--- src/rtl/spi_driver_if.sv ---
// Command and serial-pin bundle for spi_driver.
// master = the SPI driver itself; slave = control logic plus chip pins.
interface spi_driver_if;
    logic       new_command;
    logic [7:0] write_register_addr;
    logic [7:0] write_data;
    logic [7:0] num_regs_to_read;
    logic [7:0] start_read_register_addr;
    logic       is_write;
    logic       serial_in;
    logic       serial_out;
    logic       spi_clk;
    logic [7:0] data_read_from_reg;
    logic       write_complete;
    logic       read_complete;
    logic       fifo_wr_en;

    modport master (
        input  new_command, write_register_addr, write_data, num_regs_to_read,
               start_read_register_addr, is_write, serial_in,
        output serial_out, spi_clk, data_read_from_reg, write_complete,
               read_complete, fifo_wr_en
    );

    modport slave (
        output new_command, write_register_addr, write_data, num_regs_to_read,
               start_read_register_addr, is_write, serial_in,
        input  serial_out, spi_clk, data_read_from_reg, write_complete,
               read_complete, fifo_wr_en
    );
endinterface

--- src/rtl/spi_driver.sv ---
// SPI master issuing register writes and burst reads (spi_clk = clk/2, MSB first).
// Burst-read path is built only when SPI_DRIVER_READ_EN is defined.
module spi_driver (
    input  logic         clk,
    input  logic         rstn,
    spi_driver_if.master bus
);

    typedef enum logic [2:0] {IDLE, TX_HEADER, TX_DATA, RX_DATA, DONE} state_t;

    state_t     r_state;
    state_t     w_next_state;
    logic       r_cmd_prev;
    logic       r_start;
    logic       r_is_write;
    logic [7:0] r_header;
    logic [7:0] r_wdata;
    logic [7:0] r_shift;
    logic [2:0] r_bit_cnt;
    logic       r_spi_clk;
    logic       r_serial_out;
    logic       r_write_complete;
    logic       r_read_complete;
    logic       w_accept;
    logic       w_byte_end;
    logic       w_unused;
`ifdef SPI_DRIVER_READ_EN
    logic [7:0] r_num_regs;
    logic [7:0] r_byte_cnt;
    logic [7:0] r_rx_shift;
    logic [7:0] r_data_read;
    logic       r_fifo_wr_en;
`endif

    // A byte ends on the clk edge that takes spi_clk high->low after its 8th bit.
    assign w_byte_end = r_spi_clk && (r_bit_cnt == 3'd7);

`ifdef SPI_DRIVER_READ_EN
    assign w_accept = (r_state == IDLE) && bus.new_command && !r_cmd_prev;
    assign w_unused = &{1'b0, bus.write_register_addr[7], bus.start_read_register_addr[7]};
`else
    assign w_accept = (r_state == IDLE) && bus.new_command && !r_cmd_prev && bus.is_write;
    assign w_unused = &{1'b0, bus.write_register_addr[7], bus.start_read_register_addr[7],
                        bus.serial_in, bus.num_regs_to_read};
`endif

    always_ff @(posedge clk or negedge rstn) begin
        if (!rstn) begin
            r_state <= IDLE;
        end else begin
            r_state <= w_next_state;
        end
    end

    always_comb begin
        w_next_state = r_state;
        case (r_state)
            IDLE: begin
                if (r_start) w_next_state = TX_HEADER;
            end
            TX_HEADER: begin
                if (w_byte_end) begin
                    if (r_is_write) w_next_state = TX_DATA;
`ifdef SPI_DRIVER_READ_EN
                    else if (r_num_regs == 8'd0) w_next_state = DONE;
                    else w_next_state = RX_DATA;
`else
                    else w_next_state = DONE;
`endif
                end
            end
            TX_DATA: begin
                if (w_byte_end) w_next_state = DONE;
            end
            RX_DATA: begin
`ifdef SPI_DRIVER_READ_EN
                if (w_byte_end && (r_byte_cnt == r_num_regs - 8'd1)) w_next_state = DONE;
`else
                w_next_state = IDLE;
`endif
            end
            DONE:    w_next_state = IDLE;
            default: w_next_state = IDLE;
        endcase
    end

    // r_shift holds the bits still to send after the one on serial_out, so it
    // drains to zero and serial_out falls to 0 by itself once a byte is done.
    always_ff @(posedge clk or negedge rstn) begin
        if (!rstn) begin
            r_cmd_prev       <= 1'b0;
            r_start          <= 1'b0;
            r_is_write       <= 1'b0;
            r_header         <= '0;
            r_wdata          <= '0;
            r_shift          <= '0;
            r_bit_cnt        <= '0;
            r_spi_clk        <= 1'b0;
            r_serial_out     <= 1'b0;
            r_write_complete <= 1'b0;
            r_read_complete  <= 1'b0;
`ifdef SPI_DRIVER_READ_EN
            r_num_regs       <= '0;
            r_byte_cnt       <= '0;
            r_rx_shift       <= '0;
            r_data_read      <= '0;
            r_fifo_wr_en     <= 1'b0;
`endif
        end else begin
            r_cmd_prev       <= bus.new_command;
            r_start          <= w_accept;
            r_write_complete <= 1'b0;
            r_read_complete  <= 1'b0;
`ifdef SPI_DRIVER_READ_EN
            r_fifo_wr_en     <= 1'b0;
`endif
            if (w_accept) begin
                r_is_write <= bus.is_write;
                r_header   <= bus.is_write ? {1'b0, bus.write_register_addr[6:0]}
                                           : {1'b1, bus.start_read_register_addr[6:0]};
                r_wdata    <= bus.write_data;
`ifdef SPI_DRIVER_READ_EN
                r_num_regs <= bus.num_regs_to_read;
`endif
            end

            case (r_state)
                IDLE: begin
                    if (r_start) begin
                        r_serial_out <= r_header[7];
                        r_shift      <= {r_header[6:0], 1'b0};
                        r_bit_cnt    <= 3'd0;
                        r_spi_clk    <= 1'b0;
`ifdef SPI_DRIVER_READ_EN
                        r_byte_cnt   <= '0;
`endif
                    end
                end
                TX_HEADER, TX_DATA, RX_DATA: begin
                    r_spi_clk <= ~r_spi_clk;
                    if (r_spi_clk) begin
                        r_bit_cnt <= r_bit_cnt + 3'd1;
                        if ((r_state == TX_HEADER) && (w_next_state == TX_DATA)) begin
                            r_serial_out <= r_wdata[7];
                            r_shift      <= {r_wdata[6:0], 1'b0};
                        end else begin
                            r_serial_out <= r_shift[7];
                            r_shift      <= {r_shift[6:0], 1'b0};
                        end
`ifdef SPI_DRIVER_READ_EN
                        if (r_state == RX_DATA) begin
                            r_rx_shift <= {r_rx_shift[6:0], bus.serial_in};
                            if (r_bit_cnt == 3'd7) begin
                                r_data_read  <= {r_rx_shift[6:0], bus.serial_in};
                                r_fifo_wr_en <= 1'b1;
                                r_byte_cnt   <= r_byte_cnt + 8'd1;
                            end
                        end
`endif
                    end
                end
                DONE: begin
                    r_spi_clk        <= 1'b0;
                    r_serial_out     <= 1'b0;
                    r_write_complete <= r_is_write;
                    r_read_complete  <= !r_is_write;
                end
                default: ;
            endcase
        end
    end

    assign bus.serial_out     = r_serial_out;
    assign bus.spi_clk        = r_spi_clk;
    assign bus.write_complete = r_write_complete;
    assign bus.read_complete  = r_read_complete;
`ifdef SPI_DRIVER_READ_EN
    assign bus.data_read_from_reg = r_data_read;
    assign bus.fifo_wr_en         = r_fifo_wr_en;
`else
    assign bus.data_read_from_reg = 8'd0;
    assign bus.fifo_wr_en         = 1'b0;
`endif

endmodule

--- src/flat_wrapper.sv ---
// flat-port wrapper written by rule: the top's interface ports become plain ports
module spi_driver_flat 
  (clk, rstn, bus_new_command, bus_write_register_addr, bus_write_data, bus_num_regs_to_read, bus_start_read_register_addr, bus_is_write, bus_serial_in, bus_serial_out, bus_spi_clk, bus_data_read_from_reg, bus_write_complete, bus_read_complete, bus_fifo_wr_en);
  spi_driver_if bus_i ();
  input  logic clk;
  input  logic rstn;
  input wire logic [$bits(bus_i.new_command)-1:0] bus_new_command;
  input wire logic [$bits(bus_i.write_register_addr)-1:0] bus_write_register_addr;
  input wire logic [$bits(bus_i.write_data)-1:0] bus_write_data;
  input wire logic [$bits(bus_i.num_regs_to_read)-1:0] bus_num_regs_to_read;
  input wire logic [$bits(bus_i.start_read_register_addr)-1:0] bus_start_read_register_addr;
  input wire logic [$bits(bus_i.is_write)-1:0] bus_is_write;
  input wire logic [$bits(bus_i.serial_in)-1:0] bus_serial_in;
  output wire logic [$bits(bus_i.serial_out)-1:0] bus_serial_out;
  output wire logic [$bits(bus_i.spi_clk)-1:0] bus_spi_clk;
  output wire logic [$bits(bus_i.data_read_from_reg)-1:0] bus_data_read_from_reg;
  output wire logic [$bits(bus_i.write_complete)-1:0] bus_write_complete;
  output wire logic [$bits(bus_i.read_complete)-1:0] bus_read_complete;
  output wire logic [$bits(bus_i.fifo_wr_en)-1:0] bus_fifo_wr_en;
  assign bus_i.new_command = bus_new_command;
  assign bus_i.write_register_addr = bus_write_register_addr;
  assign bus_i.write_data = bus_write_data;
  assign bus_i.num_regs_to_read = bus_num_regs_to_read;
  assign bus_i.start_read_register_addr = bus_start_read_register_addr;
  assign bus_i.is_write = bus_is_write;
  assign bus_i.serial_in = bus_serial_in;
  assign bus_serial_out = bus_i.serial_out;
  assign bus_spi_clk = bus_i.spi_clk;
  assign bus_data_read_from_reg = bus_i.data_read_from_reg;
  assign bus_write_complete = bus_i.write_complete;
  assign bus_read_complete = bus_i.read_complete;
  assign bus_fifo_wr_en = bus_i.fifo_wr_en;
  spi_driver u_core (.clk(clk), .rstn(rstn), .bus(bus_i));
endmodule
--- config.mk ---
export PLATFORM = sky130hd
export DESIGN_NAME = spi_driver_flat
export DESIGN_NICKNAME = d
export VERILOG_FILES = /design/src/rtl/spi_driver_if.sv /design/src/rtl/spi_driver.sv /design/src/flat_wrapper.sv
export SDC_FILE = /design/constraint.sdc
export NUM_CORES = 1
export LEC_CHECK = 0
export BUFFER_PORTS_ARGS = -buffer_cell sky130_fd_sc_hd__buf_2
export CAP_MARGIN = 20
export CORE_MARGIN = 8
export CORE_UTILIZATION = 30
export CTS_CLUSTER_SIZE = 16
export DETAILED_ROUTE_END_ITERATION = 7
export PLACE_DENSITY = 0.49
export SETUP_SLACK_MARGIN = 0.15
export SYNTH_ARGS = -nofsm -noshare
export SYNTH_HDL_FRONTEND = slang
export SYNTH_SLANG_ARGS = --single-unit
--- constraint.sdc ---
create_clock -name clk -period 3.76 [get_ports clk]
set_input_delay 0.752 -clock clk [delete_from_list [all_inputs] [get_ports clk]]
set_output_delay 0.752 -clock clk [all_outputs]
set_load 0.005 [all_outputs]
Yosys cells after proc, flatten, opt, wreduce, memory -nomap -nowiden

Index checks and enable logic that the tools add are counted.

Add/subtract/negate cells: 1
Eq/ne operators: 8
Mux-type cells: 21
Bitwise operators: 1
Reduce and logical (&&, ||, !) cells: 14

Operator list:

| cell                                                                  | number |
|---|---|
| 8-bit two-way mux                                                     | 4 |
| 3-bit two-way mux                                                     | 6 |
| 8-bit one-hot mux with 2 select lines                                 | 1 |
| 3-bit by 2-bit equality test with 1-bit output, second input constant | 3 |
| 3-bit one-hot mux with 3 select lines                                 | 1 |
| 3-bit equality test, second input constant                            | 2 |
| 1-bit two-way mux                                                     | 6 |
| 1-bit one-hot mux with 3 select lines                                 | 2 |
| 3-bit one-hot mux with 2 select lines                                 | 1 |
| 3-bit AND reduction                                                   | 2 |
| 1-bit logical AND                                                     | 5 |
| 2-bit by 1-bit != test with 1-bit output, second input constant       | 2 |
| 3-bit by 1-bit adder with 3-bit output, second input constant         | 1 |
| 3-bit by 1-bit equality test with 1-bit output, second input constant | 1 |
| 3-bit logical NOT                                                     | 1 |
| 3-bit nonzero test                                                    | 1 |
| 3-bit OR reduction                                                    | 1 |
| 1-bit logical NOT                                                     | 2 |
| 2-bit AND reduction                                                   | 1 |
| 2-bit nonzero test                                                    | 1 |
| 1-bit NOT                                                             | 1 |

Register bits: 37
Word-level logic and storage cells: 57

Depth between registers and ports, before layout

Word-level depth: 9
Gate-level depth with buffers: 6
Mapped depth without buffers: 5

Worst setup path before layout

Ideal clock, no wire load.

Path type: register to register
Start: register u_core.r_bit_cnt[0]
End: register u_core.r_shift[1]
Library setup time: 0.125 ns
Arrival time: 1.605 ns
Setup slack: 2.030 ns
Cell stages (with the launch flop): 7
Clock period less this slack: 1.730 ns
Cells stage by stage: dfrtp_1 > ha_1 > ha_1 > and3b_1 > buf_1 > a32o_1 > mux2_4

Word-level cells in the longest chain between the ends: 9

RTL lines:

| item                                             | RTL line                           | source |
|---|---|---|
| start, declared                                  | spi_driver.sv:19                   | `logic [2:0] r_bit_cnt;` |
| start signal, assigned                           | spi_driver.sv:142                  | `r_bit_cnt <= r_bit_cnt + 3'd1;` |
| 3-bit equality test *                            | spi_driver.sv:36                   | `assign w_byte_end = r_spi_clk && (r_bit_cnt == 3'd7);` |
| 1-bit logical AND *                              | spi_driver.sv:36                   |  |
| 3-bit two-way mux (on tied branches)             | spi_driver.sv:73, spi_driver.sv:62 |  |
| 3-bit one-hot mux with 3 select lines *          | spi_driver.sv:57                   | `case (r_state)` |
| 3-bit by 2-bit equality test with 1-bit output * | spi_driver.sv:143                  | `if ((r_state == TX_HEADER) && (w_next_state == TX_DATA)) begin` |
| 1-bit logical AND *                              | spi_driver.sv:143                  |  |
| 8-bit two-way mux *                              | spi_driver.sv:143                  |  |
| 8-bit two-way mux *                              | spi_driver.sv:141                  | `if (r_spi_clk) begin` |
| 8-bit one-hot mux with 2 select lines *          | spi_driver.sv:127                  | `case (r_state)` |
| end signal, assigned                             | spi_driver.sv:131                  | `r_shift <= {r_header[6:0], 1'b0};` |
| end signal, assigned                             | spi_driver.sv:145                  | `r_shift <= {r_wdata[6:0], 1'b0};` |
| end signal, assigned                             | spi_driver.sv:148                  | `r_shift <= {r_shift[6:0], 1'b0};` |
| end, declared                                    | spi_driver.sv:18                   | `logic [7:0] r_shift;` |

Every way passes the cells marked *; elsewhere a longest branch is shown, timed or not. The select of a mux whose other input is x is not followed.
A chain may end at the register's enable or synchronous reset.

Worst setup path in the final report

Start: register u_core.r_state[1]
End: register u_core.r_wdata[0]

Word-level cells in the longest chain between the ends: 4

RTL lines:

| item                           | RTL line          | source |
|---|---|---|
| start, declared                | spi_driver.sv:11  | `state_t r_state;` |
| start signal, assigned         | spi_driver.sv:51  | `r_state <= w_next_state;` |
| 3-bit logical NOT              | spi_driver.sv:42  | `assign w_accept = (r_state == IDLE) && bus.new_command && !r_cmd_prev && bus.is_write;` |
| 1-bit logical AND (3 in a row) | spi_driver.sv:42  |  |
| end signal, assigned           | spi_driver.sv:121 | `r_wdata <= bus.write_data;` |
| end, declared                  | spi_driver.sv:17  | `logic [7:0] r_wdata;` |

Every way passes these cells.

==> impl_metrics.toml <==
[run_status]
outcome = "finished, final reports clean"

[global_route]
grt_antenna_before_repair = 0
grt_pass1_wl_um = 6390
use_met2 = 0.133
grt_max_degree = 37
met1_usage = 0.124
use_met3 = 0.0304
grt_pass1_vias = 1252
grt_overflow = 0
busiest_layer = "met2"
grt_usage = 0.0925

[synth]
synth.yosys.seq_area_share = 0.501
yosys.area.top_type_share = 0.501
netlist_area_um2 = 1800
synth_top_family_by_area = "compound AO/OA/AOI/OAI gates"
synthAdderAreaFrac = 0.0139
ys.flop_type = "dfrtp_1"
synth-edff-count = 0
avgSynthCellArea_um2 = 11.4
yosys_warnings = 0
synth-simple-area-share = 0.135
synth_common_cells = "36 x dfrtp_1, 15 x mux2_2, 10 x buf_4"
synth_most_common_cell = "dfrtp_1"
synth-xor-area-share = 0
synth-compound-area-share = 0.142
synth.top_cells.by_area = "dfrtp_1 50%, mux2_2 9.4%, buf_4 4.2%"
ys_types = 39
ys_async_sr_fraction = 1.00
synth_top_area_cell = "dfrtp_1"
ys_ff_latch = 36
synthCells = 157
synthMuxAreaShare = 0.108

[layout]
diodes = 0
fill_cells = 596
seq_area_um2 = 901
multi_input_area_um2 = 751
drive_gt1_frac = 0.283
post-route-util = 0.337
final_nets = 211
area_growth_pct = 9.89

[cts]
clock-sinks = 36
ctsHtreeMaxLevel = 2
cts_root_buffer = "clkbuf_8"
cts_resized = 0
cts_buffer_depth = 2
cts_made_buffers = 5
post_cts_buffers = 0
ctsHoldBuffers = 0
cts_tree = "built"
worstSkewPairLatency_ns = 0.28
clkTransAtPathRegs_ns = 0.07

[floorplan]
core-area_um2 = 5850
initial_core_util = 0.307
die-area_um2 = 8720
rows = 28
die_w_um = 93.4
ios = 50
die_h_um = 93.4

[power]
p_total_mw = 1.41
power.density_nw_per_um2 = 716
irDropWorstVdd_mv = 0.296
total_leakage_power_nw = 0.874

[drt]
drt_wl_total_um = 3810
drtIter0Drc = 81
vias = 1233
viasPerCell = 4.97
firstDrtPassIters = 4
wl_per_cell_um = 15.4
post-route-drc-count = 0
detail-route-antenna-nets = 0

[worst_setup_path]
worstSetupPathType = "flop to flop"
end_kind = "flop"
cp_max_fo = 20
crit_required_ns = 3.93
rrSetupSlack_ns = 1.55
crit_path_start_kind = "flop"
worstPathArrival_ns = 2.38

[sta]
worst_pin_slew_ns = 0.824
drv_slew = 0
fin_crit_sh = 0.587
max_freq_mhz = 453
setup_violations = 0
rsz0062_at_grt = "false"
hold_viol = 0
setup_tns_ns = 0
min_period_ns = 2.21
max_slew_margin = 0.450
clock_skew_ns = 0.00444

[placement]
hpwl_um = 2640
gp_congestion = 0.861
io_buffers = 22

[flow_run]
maxCapViolCount = 0

[worst_hold_path]
hold_class = "flop to flop"
-- flip-flops by register name, indices dropped and copies added (netlist names), 3 cells and up --
signal / cells
u_core.r_state: 3
u_core.r_wdata: 8
u_core.r_shift: 7
u_core.r_header: 8
u_core.r_bit_cnt: 3
-- per-layer routing --
metal  share of wire  routed length (um)
met1            0.46                1760
met2            0.46                1760
met3           0.061                 233
met4           0.014                  53
met5               0                   0
-- final cells by class --
class                   instances  share of cell area
flip-flops and latches         36               0.456
multi-input cells             100               0.380
repair buffers                 22              0.0558
well taps                      75              0.0475
clock buffers                   6              0.0418
inverters                       7              0.0133
clock inverters                 2             0.00507
-- power by group --
group / internal (mW) / switching [mW] / leakage (nW)
combinational: 0.233 / 0.226 / 0.382
sequential: 0.545 / 0.130 / 0.440
clock: 0.146 / 0.134 / 0.0510
total: 0.924 / 0.490 / 0.874
-- layout by cell type, fill, tap and decap left out --
cell | synthesis | final
ha_1 | 2 | 2
inv_1 | 7 | 7
clkinv_2 | 0 | 2
and3_1 | 1 | 1
mux2i_1 | 1 | 1
o21ba_2 | 1 | 1
o21ai_1 | 1 | 1
or3b_1 | 1 | 1
o21ai_0 | 3 | 3
a21o_1 | 2 | 2
nor2b_1 | 2 | 2
o211ai_1 | 7 | 7
buf_2 | 5 | 22
or4b_2 | 1 | 1
a21boi_1 | 1 | 1
nor2_1 | 4 | 4
clkbuf_8 | 0 | 6
o21bai_1 | 2 | 2
a21oi_1 | 7 | 7
nand3_1 | 9 | 9
or2_2 | 1 | 1
and3b_1 | 2 | 2
mux2_4 | 1 | 1
a2bb2oi_1 | 1 | 1
or4_1 | 1 | 1
or4b_1 | 5 | 5
nand3b_1 | 3 | 3
and4b_1 | 1 | 1
dfrtp_1 | 36 | 36
a32oi_1 | 7 | 7
nor3b_1 | 1 | 1
mux2_2 | 15 | 15
nand2_1 | 2 | 2
conb_1 | 1 | 9
nor3_1 | 2 | 2
a32o_1 | 3 | 3
nand2b_1 | 1 | 1
-- worst max-delay path: stages, from the launching register on --
cell and delay, ns:
dfrtp_1 0.59, nor3_1 0.33, and4b_1 0.75, mux2_2 0.42
-- stage by stage --
stage / instance area (um^2) / std cells / hold WS, ns / setup WS (ns)
2_1_floorplan: 1830 / 165 / 0.455 / 2.03
3_3_place_gp: 1880 / 240 / 0.481 / 1.61
3_5_place_dp: 1880 / 240 / 0.487 / 1.54
4_1_cts: 1970 / 248 / 0.504 / 1.53
5_1_grt: 1970 / 248 / 0.521 / 1.42
6_report: 1970 / 248 / 0.493 / 1.55
-- path summary, 6_finish.rpt --
kind / from / endpoint / cells past startpoint
max in group asynchronous: rstn / u_core.r_shift[3] / 1
setup reg to reg: u_core.r_state[1] / u_core.r_wdata[0] / 3
setup / recovery: u_core.r_state[1] / u_core.r_wdata[0] / 3
hold reg to reg: u_core.r_header[7] / u_core.r_header[7] / 1
hold / removal: u_core.r_header[7] / u_core.r_header[7] / 1
min in group asynchronous: rstn / u_core.r_header[7] / 1
-- cells by family after synthesis --
family	count (synthesis)
other	1
DFF	36
AOI/OAI and AO/OA	35
buffers and inverters	29
and+or+nand+nor	37
muxes	17
adders and majority gates	2
No activity file was read; power rests on OpenSTA's default activity.
